$ cat config.mk
export PLATFORM = sky130hd
export DESIGN_NAME = cart_mem_arbiter
export DESIGN_NICKNAME = d
export VERILOG_FILES = /design/src/rtl/cart_mem_arbiter.sv
export SDC_FILE = /design/constraint.sdc
export NUM_CORES = 1
export LEC_CHECK = 0
export ABC_AREA = 1
export BUFFER_PORTS_ARGS = -buffer_cell sky130_fd_sc_hd__buf_4
export CAP_MARGIN = 25
export CORE_ASPECT_RATIO = 2
export CORE_UTILIZATION = 54
export DETAILED_ROUTE_END_ITERATION = 8
export PLACE_DENSITY_LB_ADDON = 0.05
export SYNTH_ARGS = -nofsm -noshare
export SYNTH_HDL_FRONTEND = slang
export SYNTH_SLANG_ARGS = --single-unit
$ cat constraint.sdc
create_clock -name clk_sys -period 2.4 [get_ports clk_sys]
set_input_delay 0.48 -clock clk_sys [delete_from_list [all_inputs] [get_ports clk_sys]]
set_output_delay 0.48 -clock clk_sys [all_outputs]
set_load 0.03 [all_outputs]
$ cat src/rtl/cart_mem_arbiter.sv
// cart_mem_arbiter
//   Shares one single-port cartridge memory between the ioctl download loader
//   (byte writes) and the console cartridge port (byte reads).
//
//   Each requester has a one-entry buffer. Arbitration is decided at the
//   clock edge that captures a request, so commands leave on registered
//   outputs one cycle after the strobe.
//
// Parameters
//   AW      cart byte-address width (ioctl_addr[19:14] is the page, so AW >= 20)
//   RD_LAT  cycles from mem_re to valid mem_rdata (1..4)
//
// Ports
//   clk_sys, reset_n            clock, asynchronous active-low reset
//   ioctl_download/wr/addr/dout loader side; ioctl_wait = write buffer full
//   cart_rd, cart_a             console read strobe and address
//   cart_d, cart_valid          read data (held) and one-cycle update pulse
//   cart_pages                  highest 16 KB page written in this download
//   mem_ready                   memory accepts a command this cycle
//   mem_addr/we/re/wdata/rdata  memory command and data
//   wr_overflow                 sticky: write strobe dropped on a full buffer
module cart_mem_arbiter #(
  parameter int AW     = 20,
  parameter int RD_LAT = 2
) (
  input  logic          clk_sys,
  input  logic          reset_n,
  input  logic          ioctl_download,
  input  logic          ioctl_wr,
  input  logic [AW-1:0] ioctl_addr,
  input  logic [7:0]    ioctl_dout,
  output logic          ioctl_wait,
  input  logic          cart_rd,
  input  logic [AW-1:0] cart_a,
  output logic [7:0]    cart_d,
  output logic          cart_valid,
  output logic [5:0]    cart_pages,
  input  logic          mem_ready,
  output logic [AW-1:0] mem_addr,
  output logic          mem_we,
  output logic          mem_re,
  output logic [7:0]    mem_wdata,
  input  logic [7:0]    mem_rdata,
  output logic          wr_overflow
);

  localparam int CW = 3;

  typedef enum logic [1:0] {ST_IDLE, ST_WRITE, ST_RDWAIT} state_t;

  state_t          state_reg, state_next;
  logic            wbuf_full_reg, wbuf_full_next;
  logic [AW-1:0]   wbuf_addr_reg, wbuf_addr_next;
  logic [7:0]      wbuf_data_reg, wbuf_data_next;
  logic            rbuf_pend_reg, rbuf_pend_next;
  logic [AW-1:0]   rbuf_addr_reg, rbuf_addr_next;
  logic [CW-1:0]   cnt_reg, cnt_next;
  logic [7:0]      cart_d_reg, cart_d_next;
  logic            cart_valid_reg, cart_valid_next;
  logic [5:0]      pages_reg, pages_next;
  logic            dl_prev_reg, dl_prev_next;
  logic [AW-1:0]   mem_addr_reg, mem_addr_next;
  logic            mem_we_reg, mem_we_next;
  logic            mem_re_reg, mem_re_next;
  logic [7:0]      mem_wdata_reg, mem_wdata_next;
  logic            overflow_reg, overflow_next;

  logic            wr_accept;
  logic [5:0]      wr_page;

  always_ff @(posedge clk_sys or negedge reset_n) begin
    if (!reset_n) begin
      state_reg      <= ST_IDLE;
      wbuf_full_reg  <= 1'b0;
      wbuf_addr_reg  <= '0;
      wbuf_data_reg  <= '0;
      rbuf_pend_reg  <= 1'b0;
      rbuf_addr_reg  <= '0;
      cnt_reg        <= '0;
      cart_d_reg     <= '0;
      cart_valid_reg <= 1'b0;
      pages_reg      <= '0;
      dl_prev_reg    <= 1'b0;
      mem_addr_reg   <= '0;
      mem_we_reg     <= 1'b0;
      mem_re_reg     <= 1'b0;
      mem_wdata_reg  <= '0;
      overflow_reg   <= 1'b0;
    end else begin
      state_reg      <= state_next;
      wbuf_full_reg  <= wbuf_full_next;
      wbuf_addr_reg  <= wbuf_addr_next;
      wbuf_data_reg  <= wbuf_data_next;
      rbuf_pend_reg  <= rbuf_pend_next;
      rbuf_addr_reg  <= rbuf_addr_next;
      cnt_reg        <= cnt_next;
      cart_d_reg     <= cart_d_next;
      cart_valid_reg <= cart_valid_next;
      pages_reg      <= pages_next;
      dl_prev_reg    <= dl_prev_next;
      mem_addr_reg   <= mem_addr_next;
      mem_we_reg     <= mem_we_next;
      mem_re_reg     <= mem_re_next;
      mem_wdata_reg  <= mem_wdata_next;
      overflow_reg   <= overflow_next;
    end
  end

  always_comb begin
    state_next      = state_reg;
    wbuf_full_next  = wbuf_full_reg;
    wbuf_addr_next  = wbuf_addr_reg;
    wbuf_data_next  = wbuf_data_reg;
    rbuf_pend_next  = rbuf_pend_reg;
    rbuf_addr_next  = rbuf_addr_reg;
    cnt_next        = cnt_reg;
    cart_d_next     = cart_d_reg;
    cart_valid_next = 1'b0;
    pages_next      = pages_reg;
    dl_prev_next    = ioctl_download;
    mem_addr_next   = mem_addr_reg;
    mem_we_next     = 1'b0;
    mem_re_next     = 1'b0;
    mem_wdata_next  = mem_wdata_reg;
    overflow_next   = overflow_reg;
    wr_page         = ioctl_addr[19:14];

    // The WRITE cycle drains the buffer, so a strobe landing in that cycle
    // can refill it; any other strobe on a full buffer is lost.
    wr_accept = ioctl_wr && (!wbuf_full_reg || state_reg == ST_WRITE);

    if (state_reg == ST_WRITE) begin
      wbuf_full_next = 1'b0;
    end
    if (wr_accept) begin
      wbuf_full_next = 1'b1;
      wbuf_addr_next = ioctl_addr;
      wbuf_data_next = ioctl_dout;
    end
    if (ioctl_wr && !wr_accept) begin
      overflow_next = 1'b1;
    end

    // Pending clears in the mem_re cycle; a strobe in that same cycle queues
    // the next read. Before issue, a new strobe just replaces the address.
    if (state_reg == ST_RDWAIT && mem_re_reg) begin
      rbuf_pend_next = 1'b0;
    end
    if (cart_rd) begin
      rbuf_pend_next = 1'b1;
      rbuf_addr_next = cart_a;
    end

    if (ioctl_download && !dl_prev_reg) begin
      pages_next = '0;
    end
    if (wr_accept && wr_page > pages_next) begin
      pages_next = wr_page;
    end

    unique case (state_reg)
      ST_IDLE: begin
        // Arbitrate on the post-capture buffer contents so a request
        // arriving this cycle is issued on the very next cycle.
        if (mem_ready) begin
          if (wbuf_full_next && (ioctl_download || !rbuf_pend_next)) begin
            state_next     = ST_WRITE;
            mem_we_next    = 1'b1;
            mem_addr_next  = wbuf_addr_next;
            mem_wdata_next = wbuf_data_next;
          end else if (rbuf_pend_next) begin
            state_next    = ST_RDWAIT;
            mem_re_next   = 1'b1;
            mem_addr_next = rbuf_addr_next;
            cnt_next      = CW'(RD_LAT);
          end
        end
      end
      ST_WRITE: begin
        state_next = ST_IDLE;
      end
      ST_RDWAIT: begin
        // The counter reaches 0 in the cycle mem_rdata is valid.
        if (cnt_reg == '0) begin
          cart_d_next     = mem_rdata;
          cart_valid_next = 1'b1;
          state_next      = ST_IDLE;
        end else begin
          cnt_next = cnt_reg - 1'b1;
        end
      end
      default: begin
        state_next = ST_IDLE;
      end
    endcase
  end

  assign ioctl_wait  = wbuf_full_reg;
  assign cart_d      = cart_d_reg;
  assign cart_valid  = cart_valid_reg;
  assign cart_pages  = pages_reg;
  assign mem_addr    = mem_addr_reg;
  assign mem_we      = mem_we_reg;
  assign mem_re      = mem_re_reg;
  assign mem_wdata   = mem_wdata_reg;
  assign wr_overflow = overflow_reg;

endmodule

======== Yosys cells after proc, flatten, opt, wreduce, memory -nomap -nowiden ========
Cells that the tools add are included.
W data, S select, Z words.
operators by class
  $add $sub $neg .......................... 1
  multipliers ............................. 0
  divide/modulo/power cells ............... 0
  order comparisons ....................... 1
  eq/ne operators ......................... 8
  shifts and indexed selects .............. 0
  multiplexer cells ....................... 30
  bitwise logic cells ..................... 0
  reductions and logical operators ........ 21
operators by type and width
  operator               number
  $mux W20               4
  $mux W1                13
  $mux W3                4
  $mux W6                2
  $reduce_and A3 Y1      3
  $mux W2                4
  $mux W8                1
  $ne A2 B2 Y1 const B   4
  $gt A6 B6 Y1           1
  $logic_and A1 B1 Y1    6
  $pmux W3 S2            1
  $reduce_and A5 Y1      1
  $logic_not A1 Y1       4
  $pmux W2 S2            1
  $reduce_bool A2 Y1     2
  $logic_not A3 Y1       1
  $ne A3 B3 Y1 const B   1
  $sub A3 B1 Y3 const B  1
  $eq A2 B1 Y1 const B   1
  $eq A2 B2 Y1 const B   1
  $logic_not A2 Y1       1
  $logic_or A1 B1 Y1     2
  $ne A2 B1 Y1 const B   1
  $reduce_and A2 Y1      1
storage, ports and cells
  register bits after elaboration ......... 102
  bits in latches ......................... 0
  memory bits (writable) .................. 0
  ROM bits ................................ 0
  input port bits ......................... 62
  output and inout port bits .............. 47
  word-level logic and storage cells ...... 77
  memories kept ........................... 0

======== Longest topological paths before layout ========
Gate-level depths: netlist of the first run.
  depth after elaboration ................. 10
  depth in mapped cells ................... 12
  mapped depth without buffers ............ 12

======== Worst setup path after synthesis of the first run ========
No wires, ideal clock.
  path type ............................... input port to flip-flop
  start point ............................. in ioctl_download
  end point ............................... reg pages_reg[0] (netlist: cart_pages[0])
  library setup time ...................... 0.117 ns
  arrival time ............................ 1.816 ns
  data required time ...................... 2.283 ns
  setup slack ............................. 0.468 ns
  stages on the path ...................... 12
  path buffers ............................ 0
  path through ............................ inv_1 > nor2_1 > inv_1 > nand2_1 > ha_1 > nand2_1 > nor2_2 > o21ai_0 > o211ai_2 > nand2_1 > nand2_1 > nand2_1
on the way
  cells in the longest elaborated chain, start to end .. 5
RTL lines
  item                     RTL line  text
  start, declared          28        input logic ioctl_download,
  $logic_and A1 B1 Y1 (*)  154       if (ioctl_download && !dl_prev_reg) begin
  $mux W6 (*)              154
  $gt A6 B6 Y1             157       if (wr_accept && wr_page > pages_next) begin
  $logic_and A1 B1 Y1      157
  $mux W6 (*)              157
  net pages_next[0]        60        logic [5:0] pages_reg, pages_next;
  end signal, assigned     99        pages_reg <= pages_next;
  end, declared            60
The timed path passes the listed nets; every way through them passes the cells marked *.
A chain may end at the register's enable or synchronous reset.

======== Worst setup path after layout of the first run ========
  start point ............................. reg dl_prev_reg
  end point ............................... reg pages_reg[0] (netlist: cart_pages[0])
on the way
  cells in the longest elaborated chain, start to end .. 6
RTL lines
  item                     RTL line  text
  start, declared          61        logic dl_prev_reg, dl_prev_next;
  start signal, assigned   100       dl_prev_reg <= dl_prev_next;
  $logic_not A1 Y1 (*)     154
  $logic_and A1 B1 Y1 (*)  154
  $mux W6 (*)              154
  $gt A6 B6 Y1             157
  $logic_and A1 B1 Y1      157
  $mux W6 (*)              157
  net pages_next[0]        60
Marks and branches as above.

==> run metrics, run 1 <==
Die Wd=68.0 microns; worst path bufs/invs=1; Die Ht=134 microns; number of diodes=0; switching share of power=40.1%; synthesized net count=644; CTS tree=built; clock slew at reported path FFs=70 ps; Leakage=3.37 nW; internal power=4.37 mW; Placed Area=0.00557 sq mm; CP max FO=7; clk_lat worst skew=350 ps; fin. max-slew vios=0; CP max stage delay=330 ps; Mapped Cells=574; worst endpoint required time=2630 ps; syn_area_per_cell=8.21 sq um; Post-Syn Area=0.00471 sq mm; CP endpoint kind=flop; gr ovfl total=0; PortBufs=108; CP most frequent cell=nand2_1; setup TNS=0 ps; status=finished, final reports clean; drt via density=5.02; Min Hold Slack=111 ps; Syn-to-layout area delta=25.3%; Clock Path Buffers=2; Gate power share=41.7%; per-cell routed wire length=13.6 microns; Yosys reg bits=102; GR Util All Layers=25.7%; Initial Util=56.4%; post-layout min period=1980 ps; # H-tree levels=3; # resized after CTS=0; crit path DAT=2220 ps; Clock power frac=22.0%; CORE AREA=0.00835 sq mm; drt total wl=10,600 microns; final count of hold timing violations=0; critical path class=reg -> reg; fin nets=748; CTS root buf=clkbuf_16; Netlist cell types=25; Final GP Congestion=0.845; kind of cell adding the most delay to the critical path=simple AND/OR/NAND/NOR gates; sw power=2.93 mW; CTS Hold Bufs=0; Worst VDD drop=0.000784 V; Least-Margin Pin Slew=533 ps; Crit-path slowest cell=dfrtp_1; row cnt=47; worst path cell trace=nor2_1 > inv_1 > nand2_1 > ha_1 > nand2_1 > nor2_2 > o21ai_0 > o211ai_2 > nand2_1 > nand2_1 > nand2_1; Overall Power=7.29 mW; via count=3,923; dpl hpwl=7700 microns; layout cells sized above 1=24.3%; f_max=504 MHz; clock sink count=102; drt pass-1 iters=4; largest net degree at the start of global routing=46; period utilisation layout=82.6%; Clock Skews=5.33 ps; die area=0.00912 sq mm; Critical Path Start Type=flop; Num CTS Buffers=9; DRC=0; commonest non-fill, non-tap cells in the layout=202 x nand2_1, 115 x buf_4, 102 x dfrtp_1; design area=0.00590 sq mm; RSZ-0062 raised after global routing=no; first-pass GRT wire length=17,400 microns; yosys warns=0; post-CTS setup-driven buffer insertion count=0; I/O pin count=109; worst hold path type=in -> async; final setup violation count=0; drt initial violations=245; most common cell after layout, fill and taps aside=nand2_1; max capacitance violation total=0; sequential fraction of the synthesis area=54.2%; Antenna Nets Post-Route=0; Seq pwr share=36.3%; vias in the first global route=3,972; PD cells=1240 mW/mm^2; Max-slew headroom=64.5%; initial antenna violation count=0
## synthesized netlist by cell type, drive strengths merged
library cell	count	area [sq um]
nand2	208	806
dfrtp	102	2550
inv	100	375
nand3	74	375
o21ai	21	105
or2	20	125
buf	19	133
ha	8	100
nor2	6	25.0
clkbuf	4	15.0
nand3b	4	30.0
a21oi	2	10.0
a31oi	1	21.3
clkinv	1	3.75
nand4	1	6.26
o211ai	1	12.5
o21bai	1	7.51
or4	1	7.51
## area by class of cell
type / count / area, sq um
Tap cell: 98 / 123
Fill cell: 709 / 2450
Sequential cell: 102 / 2550
Inverter: 101 / 379
Multi-Input combinational cell: 348 / 1630
Clock buffer: 10 / 239
Timing Repair Buffer: 116 / 883
Clock inverter: 6 / 92.6
## power by group through the flow
stage / clock network (mW) / logic, mW / registers [mW]
2_1_floorplan: 0 / 1.38 / 3.32
3_3_place_gp: 0 / 2.97 / 2.66
3_5_place_dp: 0 / 3.04 / 2.68
4_1_cts: 1.62 / 3.07 / 2.65
6_report: 1.61 / 3.04 / 2.65
5_1_grt: 1.68 / 3.36 / 2.73
## path summary, 6_finish.rpt
| check | end | depth (start not counted) | slack [ps] | startpoint |
|---|---|---|---|---|
| min in group clk_sys | dl_prev_reg | 1 | 250 | ioctl_download |
| max | cart_pages[0] | 11 | 420 | dl_prev_reg |
| max reg2reg | cart_pages[0] | 11 | 420 | dl_prev_reg |
| max in group asynchronous | wbuf_addr_reg[8] | 2 | 1650 | reset_n |
| min | cart_d[6] | 1 | 110 | reset_n |
| min reg2reg | cnt_reg[1] | 2 | 470 | cnt_reg[1] |
## routing by layer
metal / global-route usage (%) / up-vias / part of all wire (%)
met4: 12.3 / 0 / 2.9
met1: 28.9 / 1856 / 39
met3: 3.32 / 19 / 3.5
li1: - / 1951 / -
met2: 45.5 / 97 / 55
met5: 0 / - / 0
## per-stage QoR
stage | instances | setup WS, ps | utilization (%)
2_1_floorplan | 574 | 468 | -
3_3_place_gp | 765 | 243 | 66.7
3_5_place_dp | 765 | 82.8 | 66.7
4_1_cts | 781 | 419 | 70.7
5_1_grt | 781 | 310 | 70.7
6_report | 781 | 417 | 70.7
## cell families after synthesis
family / after synthesis / share of synthesized area [%]
AOI/OAI and AO/OA: 26 / 3.32
adders and majority gates: 8 / 2.12
buffers and inverters: 124 / 11.2
DFF: 102 / 54.2
and+or+nand+nor: 314 / 29.2
Power figures use the tool's default switching activity.
==> inputs of run 2 (changes only) <==
Clock period 2.4 ns to 1.9 ns, I/O delays scaled along.
==> run metrics, run 2 (synthesis gave the netlist of run 1 again) <==
worst hold path type=in -> reg; drt pass-1 iters=6; switching share of power=41.1%; Antenna Nets Post-Route=0; initial antenna violation count=0; PortBufs=108; most common cell after layout, fill and taps aside=nand2_1; I/O pin count=109; GR Util All Layers=25.8%; Least-Margin Pin Slew=449 ps; CTS tree=built; CP max FO=6; DRC=0; Non-Filler Instances=791; drt total wl=10,700 microns; drt via density=5.03; largest net degree at the start of global routing=40; setup TNS=0 ps; worst endpoint required time=2130 ps; Reg area=0.00255 sq mm; post-placement cell count=774; per-cell routed wire length=13.5 microns; Worst Slack Setup Final=138 ps; gr ovfl total=0; internal power=5.29 mW; CTS root buf=clkbuf_16; critical path class=reg -> reg; # H-tree levels=3; worst path bufs/invs=2; Clock Skews=4.44 ps; max capacitance violation total=0; layout cells sized above 1=25.4%; pre-CTS setup slack=-157 ps; Gate power share=43.6%; final setup violation count=0; Syn-to-layout area delta=25.8%; worst path cell trace=nor2_1 > inv_2 > nand2_1 > ha_1 > nand2_1 > nor2_2 > o21ai_1 > o211ai_2 > buf_4 > nand3_1 > nand2_1; multi-input logic area=0.00163 sq mm; PD cells=1520 mW/mm^2; filler cell count=690; Num CTS Buffers=9; Initial Util=56.4%; sw power=3.69 mW; clock slew at reported path FFs=70 ps; via count=3,981; Clock Path Buffers=2; post-layout min period=1760 ps; clk_lat worst skew=340 ps; drt initial violations=283; Worst VDD drop=0.000972 V; RSZ-0062 raised after global routing=no; Final GP Congestion=0.872; fin. max-slew vios=0; first-pass GRT wire length=17,700 microns; CORE AREA=0.00835 sq mm; die area=0.00912 sq mm; Leakage=3.38 nW; kind of cell adding the most delay to the critical path=simple AND/OR/NAND/NOR gates; dpl hpwl=7910 microns; Die Ht=134 microns; status=finished, final reports clean; clock sink count=102; Crit-path slowest cell=dfrtp_1; Max-slew headroom=70.1%; CP most frequent cell=nand2_1; fin nets=758; Critical Path Start Type=flop; f_max=568 MHz; period utilisation layout=92.7%; CP endpoint kind=flop; number of diodes=0; Seq pwr share=37.3%; crit path DAT=2000 ps; commonest non-fill, non-tap cells in the layout=201 x nand2_1, 124 x buf_4, 102 x dfrtp_1; Die Wd=68.0 microns; final count of hold timing violations=0; vias in the first global route=3,951; CP max stage delay=370 ps; Clock power frac=19.1%; final core occ=71.0%; row cnt=47
## run 2: routing by layer
layer	vias up	track usage (%)	part of all wire, %
met2	113	43.6	53
met1	1871	29.7	38
li1	1966	-	-
met5	-	0	0
met4	0	13.7	3.8
met3	31	4.59	4.3
## run 2: through the flow
| stage | hold WS, ps | instance area [sq um] | power, mW |
|---|---|---|---|
| global route | 147 | 5930 | 9.61 |
| floorplan | 84.4 | 4710 | 5.95 |
| finish | 154 | 5930 | 8.98 |
| CTS | 148 | 5920 | 9.04 |
| global placement | 347 | 5640 | 7.18 |
| detailed placement | 360 | 5640 | 7.31 |
## run 2: what timing repair did
| action | 4_1_cts | 5_1_grt |
|---|---|---|
| gates resized for setup | 0 | 3 |
| endpoints found under the setup margin | 0 | 6 |
| hold endpoints to repair | 31 | 0 |
| hold buffers | 1 | 0 |
| buffers inserted | 0 | 0 |
## run 2: power groups by stage
| stage | Sequential (mW) | Clock (mW) | Combinational (mW) |
|---|---|---|---|
| floorplan | 4.20 | 0 | 1.75 |
| global placement | 3.36 | 0 | 3.82 |
| detailed placement | 3.39 | 0 | 3.92 |
| CTS | 3.36 | 1.74 | 3.95 |
| global route | 3.43 | 1.83 | 4.35 |
| finish | 3.35 | 1.72 | 3.91 |
## run 2: layout make-up
| type | count | area share, % |
|---|---|---|
| clock buffers | 11 | 4.10 |
| well taps | 98 | 2.07 |
| flip-flops and latches | 102 | 43.1 |
| inverters | 101 | 6.40 |
| multi-input cells | 348 | 27.6 |
| clock inverters | 5 | 0.570 |
| repair buffers | 126 | 16.2 |
## run 2: worst reg2reg max path, delay by kind of cell (launching register included)
family / cells / cell delay (ps)
AND/OR/NAND/NOR: 6 / 550
flip-flops: 1 / 370
buffers and inverters: 2 / 250
adder cells (fa/ha/maj): 1 / 250
AO/OA/AOI/OAI: 2 / 230
## run 2: final timing paths
check                                from            end  slack (ps)  cells after the start
min reg2reg                    cnt_reg[2]     cnt_reg[2]         470                      2
min                        ioctl_download    dl_prev_reg         150                      1
max in group asynchronous         reset_n    mem_addr[6]         760                      3
max                           dl_prev_reg  cart_pages[4]         140                     11
max reg2reg                   dl_prev_reg  cart_pages[4]         140                     11
min in group asynchronous         reset_n      cart_d[5]         540                      2
==> inputs of run 3 (changes only) <==
Settings changed: CELL_PAD_IN_SITES_DETAIL_PLACEMENT set to 0, CELL_PAD_IN_SITES_GLOBAL_PLACEMENT set to 2, CORE_UTILIZATION 54 to 31.
==> run metrics, run 3 (synthesis gave the netlist of run 1 again) <==
Reg area=0.00255 sq mm; clock slew at reported path FFs=70 ps; dpl hpwl=9590 microns; sw power=3.80 mW; number of diodes=0; Critical Path Start Type=flop; Num CTS Buffers=9; Clock Skews=9.14 ps; Die Ht=176 microns; CTS tree=built; Worst Slack Setup Final=214 ps; drt pass-1 iters=4; f_max=593 MHz; worst hold path type=in -> async; CTS root buf=clkbuf_16; critical path class=reg -> reg; internal power=5.28 mW; crit path DAT=1920 ps; per-cell routed wire length=14.3 microns; Clock Path Buffers=2; DRC=0; Die Wd=89.2 microns; # H-tree levels=3; max capacitance violation total=0; initial antenna violation count=0; RSZ-0062 raised after global routing=no; die area=0.0157 sq mm; first-pass GRT wire length=19,400 microns; layout cells sized above 1=25.5%; GR Util All Layers=16.9%; most common cell after layout, fill and taps aside=nand2_1; post-layout min period=1690 ps; Worst R2R Start=dl_prev_reg; fin. max-slew vios=0; CP max FO=6; Syn-to-layout area delta=28.8%; row cnt=63; worst endpoint required time=2130 ps; drt initial violations=131; PD cells=1500 mW/mm^2; Overall Power=9.07 mW; drt via density=4.34; Gate power share=43.5%; clock sink count=102; fin nets=758; via count=3,850; Clock power frac=19.4%; drt total wl=12,700 microns; gr ovfl total=0; Least-Margin Pin Slew=382 ps; clk_lat worst skew=340 ps; reg-to-reg setup timing slack=210 ps; pre-CTS setup slack=-153 ps; Seq pwr share=37.1%; PortBufs=108; multi-input logic area=0.00164 sq mm; Leakage=3.39 nW; design area=0.00607 sq mm; status=finished, final reports clean; CP endpoint kind=flop; Max-slew headroom=74.5%; filler cell count=1,628; vias in the first global route=3,859; Critical R2R Capture=cart_pages[5]; Worst VDD drop=0.000560 V; Antenna Nets Post-Route=0; reg2reg path depth=11; I/O pin count=109; commonest non-fill, non-tap cells in the layout=201 x nand2_1, 124 x buf_4, 102 x dfrtp_1; CORE AREA=0.0148 sq mm; CTS Hold Bufs=0; Placed Area=0.00578 sq mm; switching share of power=41.8%; crit path launch=dl_prev_reg; largest net degree at the start of global routing=61; Final GP Congestion=0.736; final setup violation count=0; Initial Util=31.8%; period utilisation layout=88.7%; Worst Setup EP=cart_pages[5]; final count of hold timing violations=0
[run 3: cell count changes in the layout (fill, tap and decap cells not counted), sizes merged]
cell         change
buf              +1
clkinv           -1
clkinvlp         -1
dlygate4sd3      -1
inv              +2
[run 3: layout make-up]
| class | count | area share [%] |
|---|---|---|
| multi-input combinational | 348 | 27.1 |
| clock inverter | 5 | 0.701 |
| tap | 195 | 4.02 |
| sequential | 102 | 42.1 |
| timing repair buffer | 126 | 16.0 |
| clock buffer | 11 | 3.84 |
| inverter | 101 | 6.25 |
[run 3: power by group through the flow]
stage               clock network [mW]  registers, mW  logic (mW)
global placement                     0           3.40        3.98
finish                            1.76           3.36        3.95
detailed placement                   0           3.42        4.02
CTS                               1.82           3.39        4.03
floorplan                            0           4.20        1.75
global route                      1.88           3.45        4.41
[run 3: repair_timing]
item / CTS / global route
setup buffers: 0 / 0
resized for setup: 0 / 4
setup endpoints to repair: 0 / 9
[run 3: layer usage]
metal  part of all wire, %  global-route usage, %  up-vias
li1                      -                      -     1965
met1                    37                   17.9     1810
met2                    59                   32.8       65
met3                   2.6                   2.48       10
met4                   1.3                   5.36        0
met5                     0                      0        -
[run 3: metrics by stage]
stage | hold slack (ps) | cells | util (%) | setup TNS, ps
2_1_floorplan | 84.4 | 574 | - | 0
3_3_place_gp | 389 | 872 | 39.0 | -505
3_5_place_dp | 394 | 872 | 39.0 | -844
4_1_cts | 23.3 | 888 | 40.8 | 0
5_1_grt | 36.3 | 888 | 40.9 | 0
6_report | 11.7 | 888 | 40.9 | 0
[run 3: worst min path at each step]
| stage | slack (ps) | cells after the start | end | start |
|---|---|---|---|---|
| CTS | 20 | 2 | cart_pages[3] | reset_n |
| global placement | 390 | 2 | cart_pages[3] | reset_n |
| floorplan | 80 | 0 | cart_d[0] | reset_n |
| finish | 10 | 2 | cart_pages[3] | reset_n |
| detailed placement | 390 | 2 | cart_pages[3] | reset_n |
| global route | 40 | 2 | cart_pages[2] | reset_n |
[run 3: critical path: stages (launching register included)]
cell and delay, ps:
dfrtp_1 370, nor2_2 140, inv_2 70, nand2_1 80
ha_1 240, nand2_1 110, nor2_2 70, o21ai_0 90
o211ai_2 120, buf_4 170, nand3_1 60, nand2_1 60
